===== config.mk =====
export PLATFORM = sky130hd
export DESIGN_NAME = div_seq
export DESIGN_NICKNAME = d
export VERILOG_FILES = /design/src/rtl/div_seq.sv
export SDC_FILE = /design/constraint.sdc
export NUM_CORES = 1
export LEC_CHECK = 0
export CORE_MARGIN = 1
export CORE_UTILIZATION = 50
export CTS_CLUSTER_SIZE = 30
export DETAILED_ROUTE_END_ITERATION = 10
export GPL_TIMING_DRIVEN = 0
export HOLD_SLACK_MARGIN = 0.06
export PLACE_DENSITY_LB_ADDON = 0.25
export RECOVER_POWER = 25
export SETUP_SLACK_MARGIN = 0.3
export SLEW_MARGIN = 20
export SYNTH_ARGS = -nofsm -noshare
export SYNTH_HDL_FRONTEND = slang
export SYNTH_SLANG_ARGS = --single-unit
export TNS_END_PERCENT = 50

===== constraint.sdc =====
create_clock -name clk -period 16.6 [get_ports clk]
set_clock_uncertainty 0.2 [all_clocks]
set_input_delay 3.32 -clock clk [delete_from_list [all_inputs] [get_ports clk]]
set_output_delay 3.32 -clock clk [all_outputs]
set_load 0.005 [all_outputs]

===== src/rtl/div_seq.sv =====
// Radix-2 restoring divider: latency 32 edges from the start edge (1 edge for a zero divisor).
// Backpressure: the result and ready_o are held for as long as start_i stays high; annul_i aborts in any state.
module div_seq #(
   parameter int WIDTH = 32,
   parameter int CNT_W = 6
) (
   input  logic               clk,
   input  logic               rst,
   input  logic               signed_div_i,
   input  logic [WIDTH-1:0]   opdata1_i,
   input  logic [WIDTH-1:0]   opdata2_i,
   input  logic               start_i,
   input  logic               annul_i,
   output logic [2*WIDTH-1:0] result_o,
   output logic               ready_o
);

   typedef enum logic [1:0] {S_FREE, S_BYZERO, S_ON, S_END} state_t;

   state_t           state;
   logic [CNT_W-1:0] cnt;
   logic [WIDTH-1:0] r, q, d;
   logic             neg_q, neg_r;

   logic [WIDTH:0]   t;
   logic [WIDTH-1:0] r_nxt, q_nxt;
   logic [WIDTH-1:0] abs1, abs2;
   logic             sign1, sign2;

   // One restoring step: trial-subtract the divisor from the shifted partial remainder.
   always_comb begin
      t     = {r, q[WIDTH-1]} - {1'b0, d};
      r_nxt = t[WIDTH] ? {r[WIDTH-2:0], q[WIDTH-1]} : t[WIDTH-1:0];
      q_nxt = {q[WIDTH-2:0], ~t[WIDTH]};
   end

   assign sign1 = signed_div_i & opdata1_i[WIDTH-1];
   assign sign2 = signed_div_i & opdata2_i[WIDTH-1];
   assign abs1  = sign1 ? -opdata1_i : opdata1_i;
   assign abs2  = sign2 ? -opdata2_i : opdata2_i;

   always_ff @(posedge clk or posedge rst) begin
      if (rst) begin
         state    <= S_FREE;
         cnt      <= '0;
         r        <= '0;
         q        <= '0;
         d        <= '0;
         neg_q    <= 1'b0;
         neg_r    <= 1'b0;
         result_o <= '0;
         ready_o  <= 1'b0;
      end else if (annul_i) begin
         state    <= S_FREE;
         result_o <= '0;
         ready_o  <= 1'b0;
      end else begin
         case (state)
            S_FREE: begin
               if (start_i) begin
                  q     <= abs1;
                  d     <= abs2;
                  r     <= '0;
                  cnt   <= '0;
                  neg_q <= sign1 ^ sign2;
                  neg_r <= sign1;
                  state <= (opdata2_i == '0) ? S_BYZERO : S_ON;
               end
            end
            S_BYZERO: begin
               result_o <= '0;
               ready_o  <= 1'b1;
               state    <= S_END;
            end
            S_ON: begin
               r   <= r_nxt;
               q   <= q_nxt;
               cnt <= cnt + 1'b1;
               // Final step: publish the sign-corrected result straight from the next-state values.
               if (cnt == CNT_W'(WIDTH - 1)) begin
                  result_o <= {(neg_r ? -r_nxt : r_nxt), (neg_q ? -q_nxt : q_nxt)};
                  ready_o  <= 1'b1;
                  state    <= S_END;
               end
            end
            S_END: begin
               if (!start_i) begin
                  result_o <= '0;
                  ready_o  <= 1'b0;
                  state    <= S_FREE;
               end
            end
            default: state <= S_FREE;
         endcase
      end
   end

endmodule


======== Yosys cells after proc, flatten, opt, wreduce, memory -nomap -nowiden ========
Cells that the tools add are included.
word-level totals
  flip-flop bits (word level) ............. 171
  output and inout bits ................... 65
  logic and storage cells ................. 61
cells by class
  reductions and logical operators ........ 8
  bitwise gates (word level) .............. 5
  add/sub/neg operators ................... 6
  eq/ne operators ......................... 8
  multiplexer cells ....................... 25
operators by type and width
  cell                   number
  $mux W32               7
  $mux W64               3
  $pmux W64 S3           1
  $neg A32 Y32           4
  $pmux W32 S2           2
  $sub A33 B32 Y33       1
  $logic_not A32 Y1      1
  $pmux W6 S2            1
  $reduce_and A3 Y1      4
  $mux W2                5
  $ne A3 B3 Y1 const B   3
  $pmux W2 S4            1
  $add A6 B1 Y6 const B  1
  $eq A6 B5 Y1 const B   1
  $mux W6                1
  $eq A2 B2 Y1 const B   2
  $reduce_bool A4 Y1     1
  $mux W1                3
  $pmux W1 S3            1
  $and A1 B1 Y1          2
  $eq A2 B1 Y1 const B   1
  $logic_not A2 Y1       1
  $ne A2 B2 Y1 const B   1
  $not A1 Y1             2
  2 further kinds        2

======== Logic depth before layout (Yosys ltp) ========
  depth after elaboration ................. 7
  depth in mapped cells ................... 21
  gate-level depth less buffers ........... 19

======== Worst setup path after synthesis ========
Ideal clock, no wire load.
  path kind ............................... in2reg
  start point ............................. input port opdata2_i[2]
  end point ............................... register d[29]
  setup slack ............................. 10.699 ns
  setup time .............................. 0.134 ns
  path buffers ............................ 0
  cell stages on the path ................. 9
  arrival ................................. 5.568 ns
  cell sequence ........................... nor2_1 > nor4b_1 > nor2b_1 > nand3b_1 > or4_1 > or2_2 > o41ai_1 > xor2_1 > o21ai_0
on the way
  cells in the longest elaborated chain, start to end .. 2
ends and longest elaborated chain
  element               RTL line  source
  start, declared       11        input logic [WIDTH-1:0] opdata2_i,
  $neg A32 Y32          40        assign abs2 = sign2 ? -opdata2_i : opdata2_i;
  $mux W32              40
  end signal, assigned  62        d <= abs2;
  end, declared         22        logic [WIDTH-1:0] r, q, d;
Every way passes these cells.
A chain may end at the register's enable or synchronous reset.

==> out/qor.json <==
{
  "max_freq": {"value": 99.4, "unit": "MHz"},
  "number_of_antenna_violations_at_the_first_check_in_global_routing": {"value": 0},
  "tritoncts": {"value": "built"},
  "powerDensity": {"value": 176, "unit": "nW/µm²"},
  "antenna_violating_nets_post_route": {"value": 0},
  "clock_sinks": {"value": 171},
  "core_region_area": {"value": 22900, "unit": "µm²"},
  "synthesized_cell_area": {"value": 11800, "unit": "µm²"},
  "max_slew.worst_pin.slew": {"value": 4.45, "unit": "ns"},
  "final_cells": {"value": 1931},
  "worstPathBufferInverterCount": {"value": 3},
  "critical_path_arrival": {"value": 9.35, "unit": "ns"},
  "placement.setup.worst_slack": {"value": 9.75, "unit": "ns"},
  "result_of_the_run": {"value": "finished, violations left"},
  "skew_pair_late_insertion_delay": {"value": 0.43, "unit": "ns"},
  "drv.max_cap_violation_count": {"value": 2},
  "path_cells": {"value": "dlygate4sd3_1 > clkinvlp_2 > clkbuf_1"},
  "clk_root_buffer_cell": {"value": "clkbuf_16"},
  "layout_commonest_cell": {"value": "nand2_1"},
  "synth_edf_count": {"value": 0},
  "top_level_ports": {"value": 134},
  "clock_pin_slew_worst_setup_and_hold_paths": {"value": 0.07, "unit": "ns"},
  "viasPerCell": {"value": 5.89},
  "period_utilization": {"value": 0.606},
  "crit_slowest_cell": {"value": "clkbuf_1"},
  "busiest_layer_in_global_routing": {"value": "met2"},
  "postSynthCellCount": {"value": 1453},
  "postSynthNetCount": {"value": 1563},
  "tns": {"value": 0, "unit": "ns"},
  "worst_slack": {"value": 6.54, "unit": "ns"},
  "yosys_register_bits": {"value": 171},
  "irDropWorstVdd": {"value": 0.0000844, "unit": "V"},
  "cts-resized-gates": {"value": 0},
  "synthMuxAreaShare": {"value": 0.0241},
  "fp-row-count": {"value": 55},
  "cp.required": {"value": 15.89, "unit": "ns"},
  "grt_first_pass_wirelength": {"value": 57.4, "unit": "mm"},
  "post_synth_fa_ha_maj_area_fraction": {"value": 0.0440},
  "die_area": {"value": 24300, "unit": "µm²"},
  "number_of_inserted_diodes": {"value": 0},
  "cpPeakStageDelay": {"value": 3.24, "unit": "ns"},
  "synth_simple_gate_area_share": {"value": 0.191},
  "synthesis.yosys.warnings": {"value": 0},
  "post_synth.cell_area_avg": {"value": 8.14, "unit": "µm²"},
  "drt_drc_violations_left": {"value": 0},
  "p_leak": {"value": 5.88, "unit": "nW"},
  "design.final.nets": {"value": 1716},
  "timing_hold_violations_final": {"value": 0},
  "setup_violations": {"value": 0},
  "die_w": {"value": 156, "unit": "µm"},
  "synth-seq-area-share": {"value": 0.362},
  "buffer_ports.inserted": {"value": 133},
  "globalRouteMet3Util": {"value": 0.0275},
  "dieHeight": {"value": 156, "unit": "µm"},
  "relSlewSlack": {"value": -1.96},
  "dp_hpwl": {"value": 28.3, "unit": "mm"},
  "first_global_vias": {"value": 10600},
  "n_fill_cell": {"value": 2067},
  "most-common-layout-cells": {"value": "nand2_1, o21ai_0, dfrtp_1"},
  "layout-drive-gt1-share": {"value": 0.0408},
  "floorplan.initialDensity": {"value": 0.516},
  "hold_class": {"value": "register to register"},
  "synthDistinctLibCells": {"value": 65},
  "critical_path.endpoint_type": {"value": "asynchronous set/reset pin"},
  "crit_path_max_fanout": {"value": 88},
  "drt-total-wl": {"value": 36.3, "unit": "mm"},
  "met1_usage": {"value": 0.460},
  "drt_iter0_drc": {"value": 1070},
  "failing_checks": {"value": "max-capacitance violations, max-slew violations"},
  "grt_start_max_net_pins": {"value": 89},
  "cts_made_buffers": {"value": 17},
  "globalRoute.totalOverflow": {"value": 0},
  "routedWlPerCell": {"value": 18.8, "unit": "µm"},
  "area_delta_synth_final": {"value": 19.6, "unit": "%"},
  "cts_max_level": {"value": 4},
  "post-synth-top-area-cell": {"value": "dfrtp_1"},
  "routed-via-count": {"value": 11400},
  "grt_util_all_layers": {"value": 0.307},
  "rsz0062_at_grt": {"value": "false"},
  "cts-root-to-sink-buffers": {"value": 2},
  "finalWeightedCongestion": {"value": 0.955},
  "cts_post_setup_buffers_inserted": {"value": 0},
  "largest_family_of_logic_cells_by_synthesized_area": {"value": "compound AO/OA/AOI/OAI gates"},
  "path_delay_family": {"value": "buffers and inverters"},
  "ys_dominant_reg_cell": {"value": "dfrtp_1"},
  "synth_xor_area_frac": {"value": 0.104},
  "post-place-cells": {"value": 1900},
  "finalCriticalPeriod": {"value": 10.06, "unit": "ns"},
  "grtUsageMet2": {"value": 0.469},
  "timing_max_transition_violations_final": {"value": 174},
  "first_pass_iters": {"value": 6},
  "postSynth.asyncResetShare": {"value": 1.00},
  "path_class": {"value": "input port to asynchronous set/reset pin"},
  "crit_path_start_kind": {"value": "input port"},
  "synth_compound_area_frac": {"value": 0.231},
  "synth_top_area_share": {"value": 0.362},
  "ys_top_cells_by_area": {"value": "dfrtp_1, o21ai_0, nand2_1"},
  "cts.hold.buffers_added": {"value": 0}
}
area by class of cell:
class / count / area (µm²) / share of cell area
Clock buffer: 18 / 429 / 0.0303
Clock inverter: 13 / 160 / 0.0113
Tap cell: 313 / 392 / 0.0277
Buffer: 74 / 300 / 0.0212
Sequential cell: 171 / 4280 / 0.303
Multi-Input combinational cell: 1151 / 7030 / 0.497
Timing Repair Buffer: 134 / 1340 / 0.0944
Inverter: 57 / 215 / 0.0152
sequential cells by signal (all words and copies together) (netlist names):
name and cells:
neg_q 1, ready_o 1, r 32, cnt 6, result_o 64, q 32, d 32, neg_r 1
state 2
per-layer routing:
metal | routed length, µm | vias up
met5 | 0 | -
met3 | 2380 | 52
met1 | 17200 | 5407
met2 | 15900 | 440
li1 | - | 5472
met4 | 748 | 0
per-stage QoR:
| step | hold WS [ns] | power, W | utilization | cell area [µm²] |
|---|---|---|---|---|
| 5_1_grt | 0.292 | 0.00266 | 0.617 | 14100 |
| 3_3_place_gp | 0.261 | 0.00202 | 0.591 | 13500 |
| 2_1_floorplan | 0.250 | 0.00159 | - | 11800 |
| 6_report | 0.275 | 0.00249 | 0.617 | 14100 |
| 3_5_place_dp | 0.270 | 0.00204 | 0.593 | 13600 |
| 4_1_cts | 0.285 | 0.00246 | 0.618 | 14200 |
report_power, final:
| group | internal (W) | total (W) | leakage, nW | switching, W |
|---|---|---|---|---|
| Sequential | 0.000544 | 0.000666 | 2.29 | 0.000122 |
| Combinational | 0.000529 | 0.00141 | 3.31 | 0.000880 |
| Clock | 0.000226 | 0.000410 | 0.282 | 0.000185 |
| Total | 0.00130 | 0.00249 | 5.88 | 0.00119 |
worst min-delay path, cell delays in order (launching register included):
cell and delay [ns]:
dfrtp_1 0.34, nand2_1 0.04, o21ai_0 0.05
cell usage after synthesis (24+ instances only):
cell type  number
a21oi_1        76
xor2_1         73
ha_1           40
o21ai_0       211
dfrtp_1       171
nor2_1         87
inv_1          56
clkbuf_1       53
xnor2_1        67
nor3_1         36
a22oi_1        33
nand2_1       231
o31ai_1        26
mux2i_1        24
path summary, 6_finish.rpt:
path | depth (start not counted) | slack, ns | from | to
max | 3 | 6.54 | rst | d[18]
min | 2 | 0.28 | result_o[5] | result_o[5]
max reg2reg | 21 | 10.21 | q[31] | result_o[30]
min reg2reg | 2 | 0.28 | result_o[5] | result_o[5]
max in group clk | 12 | 10.11 | opdata1_i[2] | q[31]
min in group asynchronous | 2 | 4.26 | rst | result_o[8]
logic make-up (layout without fill, tap and decap cells):
| family | Yosys count | after routing |
|---|---|---|
| AOI/OAI and AO/OA | 454 | 454 |
| xor gates and xnor gates | 140 | 140 |
| adders and majority gates | 41 | 41 |
| buffers and inverters | 131 | 296 |
| DFF | 171 | 171 |
| muxes | 28 | 28 |
| and+or+nand+nor | 488 | 488 |
(Power assumes the default switching activity.)
